<file path="config.mk">
export PLATFORM = sky130hd
export DESIGN_NAME = rx_packet_fifo_flat
export DESIGN_NICKNAME = d
export VERILOG_FILES = /design/src/rtl/rx_packet_fifo_if.sv /design/src/rtl/rx_packet_fifo.sv /design/src/flat_wrapper.sv
export SDC_FILE = /design/constraint.sdc
export NUM_CORES = 1
export LEC_CHECK = 0
export CORE_ASPECT_RATIO = 0.9
export CORE_MARGIN = 2
export CORE_UTILIZATION = 45
export DETAILED_ROUTE_END_ITERATION = 7
export PLACE_DENSITY = 0.68
export SLEW_MARGIN = 20
export SYNTH_ARGS = -nofsm -noshare
export SYNTH_HDL_FRONTEND = slang
export SYNTH_SLANG_ARGS = --single-unit
</file>
<file path="constraint.sdc">
create_clock -name Clk_S -period 2.75 [get_ports Clk_S]
set_input_delay 0.55 -clock Clk_S [delete_from_list [all_inputs] [get_ports Clk_S]]
set_output_delay 0.55 -clock Clk_S [all_outputs]
set_load 0.05 [all_outputs]
</file>
<file path="src/rtl/rx_packet_fifo_if.sv">
// rx_packet_fifo_if
// Bundles the receive-side handshake and the core-side handshake of the
// receive packet buffer.
//   RX_Data / RX_Data_Valid / RX_Ready : packet arrival from the receiver
//   Pkt_Data / Pkt_Valid / Pkt_Ack     : head packet delivery to the core
//   Count                              : number of stored packets
// Modport slave is taken by the buffer; modport master is taken by whatever
// drives the buffer (receiver plus core, or a testbench).
interface rx_packet_fifo_if #(
    parameter int WIDTH  = 55,
    parameter int ADDR_W = 2
);
    logic [WIDTH-1:0] RX_Data;
    logic             RX_Data_Valid;
    logic             RX_Ready;
    logic [WIDTH-1:0] Pkt_Data;
    logic             Pkt_Valid;
    logic             Pkt_Ack;
    logic [ADDR_W:0]  Count;

    modport slave (
        input  RX_Data, RX_Data_Valid, Pkt_Ack,
        output RX_Ready, Pkt_Data, Pkt_Valid, Count
    );

    modport master (
        output RX_Data, RX_Data_Valid, Pkt_Ack,
        input  RX_Ready, Pkt_Data, Pkt_Valid, Count
    );
endinterface

</file>
<file path="src/rtl/rx_packet_fifo.sv">
// rx_packet_fifo
// First-word-fall-through packet queue between the serial-link receiver and
// the router core. Holds up to DEPTH packets so back-to-back arrivals are
// not stalled in the receiver.
// Ports:
//   Clk_S  : single clock, rising edge
//   Rst_n  : asynchronous active-low reset
//   bus    : rx_packet_fifo_if.slave (RX_* from receiver, Pkt_* to core,
//            Count of stored packets)
// All flags are registered from the next-state occupancy, so no output
// depends combinationally on RX_Data_Valid or Pkt_Ack. Pkt_Data is read
// straight from storage at the read pointer.
module rx_packet_fifo #(
    parameter int WIDTH  = 55,
    parameter int DEPTH  = 4,
    parameter int ADDR_W = 2
) (
    input  logic                 Clk_S,
    input  logic                 Rst_n,
    rx_packet_fifo_if.slave      bus
);

    localparam logic [ADDR_W:0] FULL_COUNT = (ADDR_W + 1)'(DEPTH);

    logic [WIDTH-1:0]  mem [DEPTH];
    logic [ADDR_W-1:0] wr_ptr;
    logic [ADDR_W-1:0] rd_ptr;
    logic [ADDR_W:0]   count_q;
    logic [ADDR_W:0]   count_next;
    logic              rx_ready_q;
    logic              pkt_valid_q;
    logic              push;
    logic              pop;

    // Handshakes only qualify on the registered flags, which is what makes
    // overflow and underflow impossible.
    assign push = bus.RX_Data_Valid & rx_ready_q;
    assign pop  = bus.Pkt_Ack & pkt_valid_q;

    // NOTE: every signal written in always_comb gets a default first so no
    // path leaves it unassigned and no latch is inferred.
    always_comb begin
        count_next = count_q;
        if (push && !pop) begin
            count_next = count_q + 1'b1;
        end else if (pop && !push) begin
            count_next = count_q - 1'b1;
        end
    end

    // NOTE: sequential state uses non-blocking assignments so every register
    // sees the pre-edge values of the others, independent of statement order.
    always_ff @(posedge Clk_S or negedge Rst_n) begin
        if (!Rst_n) begin
            wr_ptr      <= '0;
            rd_ptr      <= '0;
            count_q     <= '0;
            rx_ready_q  <= 1'b0;
            pkt_valid_q <= 1'b0;
        end else begin
            if (push) begin
                wr_ptr <= wr_ptr + 1'b1;
            end
            if (pop) begin
                rd_ptr <= rd_ptr + 1'b1;
            end
            // Occupancy alone tells full from empty; pointers may be equal
            // in both cases after a wrap.
            count_q     <= count_next;
            rx_ready_q  <= (count_next != FULL_COUNT);
            pkt_valid_q <= (count_next != '0);
        end
    end

    // NOTE: packet storage has no reset; the pointers and Count reset, so
    // stale slots are never presented as valid and clearing them buys nothing.
    always_ff @(posedge Clk_S) begin
        if (push) begin
            mem[wr_ptr] <= bus.RX_Data;
        end
    end

    assign bus.Pkt_Data  = mem[rd_ptr];
    assign bus.Pkt_Valid = pkt_valid_q;
    assign bus.RX_Ready  = rx_ready_q;
    assign bus.Count     = count_q;

endmodule

</file>
<file path="src/flat_wrapper.sv">
// flat-port wrapper written by rule: the top's interface ports become plain ports
module rx_packet_fifo_flat 
#(
    parameter int WIDTH  = 55,
    parameter int DEPTH  = 4,
    parameter int ADDR_W = 2
)
  (Clk_S, Rst_n, bus_RX_Data, bus_RX_Data_Valid, bus_Pkt_Ack, bus_RX_Ready, bus_Pkt_Data, bus_Pkt_Valid, bus_Count);
  rx_packet_fifo_if #(.WIDTH(WIDTH), .ADDR_W(ADDR_W)) bus_i ();
  input  logic Clk_S;
  input  logic Rst_n;
  input wire logic [$bits(bus_i.RX_Data)-1:0] bus_RX_Data;
  input wire logic [$bits(bus_i.RX_Data_Valid)-1:0] bus_RX_Data_Valid;
  input wire logic [$bits(bus_i.Pkt_Ack)-1:0] bus_Pkt_Ack;
  output wire logic [$bits(bus_i.RX_Ready)-1:0] bus_RX_Ready;
  output wire logic [$bits(bus_i.Pkt_Data)-1:0] bus_Pkt_Data;
  output wire logic [$bits(bus_i.Pkt_Valid)-1:0] bus_Pkt_Valid;
  output wire logic [$bits(bus_i.Count)-1:0] bus_Count;
  assign bus_i.RX_Data = bus_RX_Data;
  assign bus_i.RX_Data_Valid = bus_RX_Data_Valid;
  assign bus_i.Pkt_Ack = bus_Pkt_Ack;
  assign bus_RX_Ready = bus_i.RX_Ready;
  assign bus_Pkt_Data = bus_i.Pkt_Data;
  assign bus_Pkt_Valid = bus_i.Pkt_Valid;
  assign bus_Count = bus_i.Count;
  rx_packet_fifo #(.WIDTH(WIDTH), .DEPTH(DEPTH), .ADDR_W(ADDR_W)) u_core (.Clk_S(Clk_S), .Rst_n(Rst_n), .bus(bus_i));
endmodule
</file>
==> impl_summary.md <==
Routing
Summed over all layers, the routed wires come to between 15,000 and 20,000 µm. For this block, the initial DRC count from the detailed router was 266. Dividing the detail-routed wire length by the instance count gives about 20 µm.

For this block, the via count after detailed routing is between 3,000 and 4,000. The pre-antenna-repair detailed-routing pass consisted of 6 iterations. The remaining antenna violation count is 0.

In the routed layout, each cell is associated on average with a via count of 5.25. For this run, design rule violations remaining after detail routing come to 0.

Clock tree
Clock tree synthesis inserted a total of 25 buffers. The number of hold buffers added after CTS was 0. Clock tree synthesis found a total of 229 sinks. The maximum clock insertion buffer count is 3. The number of levels the H-tree was split into is 1. In this run the post-CTS setup repair buffer count came out at 0. TritonCTS built the clock tree. The buffer cell driving the clock tree root is clkbuf_16. For the worst-skew pair, the clock arrives at the later sink with an insertion delay of a little over 500 ps. Clock-pin slew was measured on the worst setup and hold paths at ~50 ps.

Setup path
For the worst setup path, the data required time is approximately 2200 ps. The number of buffer and inverter instances along the worst setup path is 2. The critical path's top delay family is flip-flops. At the worst endpoint, the arrival time is 2120 ps. The worst setup path is of the reg -> out kind. STA classifies the critical path endpoint as an output port.

The worst setup path is launched from a register. Walking the worst path, the cells encountered are clkbuf_16, mux4_2, buf_4. Among all stages on the critical path, the largest delay is contributed by dfrtp_4.

The peak fanout along the critical path is 16. The largest single stage delay on the critical path is slightly below 600 ps.

GRT
The first global-routing pass estimated 23,100 µm of wire. The total grt overflow is 0. The number of antenna violations at the first check in global routing came to 1. In the global route stage, overall resource usage came out at roughly 15%. The via count of the first global-routing pass came to approximately 4,200. Entering global routing, the biggest net connects 57 pins.

Placed design
In this run the tool buffered the top-level ports with approximately 120 buffer cells. The post-detailed-placement half-perimeter wirelength is between 8000 and 9000 µm. The routability congestion estimate is 0.728.

Synthesis
After synthesis, the mean cell area works out to 25.3 µm². Synthesis inferred about 230 register bits. The total nets after synthesis is 398. The count of different cell masters after synthesis is 22. After synthesis, flip-flops and latches occupy 80.9% of the total area. The yosys synthesis warning count is 0. The netlist area before placement is 8440 µm². The post-synthesis instance total is about 330.

Cells and area
The signed area change from the synthesized netlist to the final layout is 27.3%. The combined flip-flop and latch cell area is about 7000 µm². Counting the fill cells in the layout gives around 1,400. The net count of the finished layout is 544. The area of the multi-input gates is ~1500 µm².

In the final layout, the share of cells above drive strength 1 is 33.9%.

Run
The number of maximum-capacitance violations is 0.

STA
The measured slew at the worst slew-check pin is around 510 ps. Clock skew on the completed layout was measured at approximately 13 ps. In the finished design, the share of the clock period the worst path needs comes to 97.0%. The total negative slack for setup checks is 0 ps. Timing would allow up to around 370 MHz. Measured against its own limit, the worst slew margin works out to 66.2%. The final number of hold-violating endpoints is 0. The routed design could run at a clock period as short as approximately 2700 ps. Setup violations remaining at the end of the flow were counted as 0. The number of slew-limit violations in the final report is 0. Setup repair after global routing left no endpoint under its margin.

Power
The worst vdd rail ir drop is between 0.0008 and 0.0009 V. The power per cell area is between 1000 and 1500 nW/µm². The post-route total power is between 10 and 15 mW.

The leakage power is approximately 3.6 nW.

Hold path
The type of the most critical hold path is in -> async.

Floorplanning
The placement row count is between 40 and 50. The number of primary I/O pins is between 100 and 150. The overall die area is 19,900 µm². The height of the die is about 130 µm. The starting density of the core is between 40% and 50%. The chip width is approximately 150 µm.

The core area is 18,400 µm².

Status
The flow ran to the end, and the final reports show no timing, DRC or antenna violations.
==> metrics by stage <==
stage	util, %	instances	hold WS, ps	cell area, µm²	setup WS [ps]
6_report	58.4	744	330	10700	82.9
4_1_cts	58.2	742	328	10700	1.97
5_1_grt	58.4	743	357	10700	6.53
3_3_place_gp	53.7	696	516	9890	522
3_5_place_dp	53.7	696	533	9890	521
2_1_floorplan	-	333	254	8440	164
==> sequential cells by signal, summed over array words and instances (netlist names) <==
signal	count
u_core.bus.Count	3
u_core.wr_ptr	2
u_core.rd_ptr	2
u_core.bus.RX_Ready	1
u_core.mem	220
u_core.bus.Pkt_Valid	1
==> path summary, 6_finish.rpt <==
check | startpoint | end | slack (ps) | cells past startpoint
setup / recovery | u_core.rd_ptr[0] | bus_Pkt_Data[30] | 80 | 3
hold / removal | Rst_n | u_core.bus.Count[0] | 330 | 1
setup reg to reg | u_core.bus.Count[0] | u_core.bus.RX_Ready | 1130 | 6
hold reg to reg | u_core.wr_ptr[0] | u_core.wr_ptr[0] | 540 | 1
max in group asynchronous | Rst_n | u_core.rd_ptr[0] | 2100 | 1
min in group Clk_S | u_core.wr_ptr[0] | u_core.wr_ptr[0] | 540 | 1
==> cell usage after synthesis <==
cell	number	area share [%]
nand2b_1	1	0.074
edfxtp_1	220	78
ha_1	6	0.89
nand2_1	4	0.18
buf_6	4	0.53
o2bb2ai_1	1	0.10
buf_2	5	0.30
and3_1	4	0.30
nor2_1	2	0.089
clkbuf_1	1	0.044
xor2_1	2	0.21
dfrtp_1	9	2.7
a21bo_2	1	0.12
nand3_1	2	0.12
mux2i_1	2	0.24
buf_4	2	0.18
a21boi_0	1	0.089
nand3b_1	1	0.089
mux2_2	1	0.13
inv_1	4	0.18
xnor2_1	5	0.52
mux4_2	55	15
==> layout make-up <==
cell class	instances	share of cell area, %
multi-input cells	88	14.0
diodes	1	0.0233
clock buffers	34	6.42
flip-flops and latches	229	63.6
clock inverters	12	1.07
inverters	4	0.140
well taps	245	2.85
repair buffers	131	11.8
==> worst reg2reg max path: stages (launching register included) <==
cell	delay (ps)
dfrtp_1	390
inv_1	100
ha_1	310
a21bo_2	220
mux2i_1	210
o2bb2ai_1	170
nand2_1	90
==> where the power goes <==
part / switching [mW] / total [mW] / internal, mW
clock network: 1.27 / 3.21 / 1.94
registers: 0.237 / 4.84 / 4.61
logic: 3.53 / 5.55 / 2.02
==> layer usage <==
layer | global-route usage (%) | part of all wire (%) | up-vias
met5 | 0 | 0 | -
met4 | 4.18 | 2.5 | 0
met3 | 3.27 | 5.8 | 30
met2 | 24.9 | 48 | 132
met1 | 21.3 | 44 | 2029
li1 | - | - | 1712
==> cell usage in the layout (no fill, tap or decap), types with 2 or more instances in the layout <==
master / count
xor2_1: 2
clkbuf_16: 26
nand3_1: 2
mux2i_1: 2
mux4_2: 55
and3_2: 4
buf_6: 5
bufinv_16: 2
buf_12: 6
nor2_1: 2
inv_1: 4
ha_1: 6
dfrtp_1: 7
xnor2_1: 5
clkbuf_1: 6
clkbuf_8: 3
clkdlybuf4s50_1: 63
clkinv_2: 6
edfxtp_1: 220
buf_4: 55
clkinv_1: 2
nand2_1: 4
==> kinds of logic (layout without fill, tap and decap cells) <==
logic type / count (synthesis) / in the layout / synth area share (%)
other: 0 / 1 / 0
AND/OR/NAND/NOR: 14 / 14 / 0.845
flip-flops: 229 / 229 / 80.9
XOR/XNOR: 7 / 7 / 0.726
AO/OA/AOI/OAI: 3 / 3 / 0.311
adder cells (fa/ha/maj): 6 / 6 / 0.890
multiplexers: 58 / 58 / 15.0
buffers and inverters: 16 / 181 / 1.23
==> timing repair <==
item / in CTS / in global routing
cloned: 0 / 1
setup endpoints to repair: 9 / 33
resized for setup: 4 / 2
pin swaps: 0 / 0
Note: power is estimated with default switching activity, not from simulation.
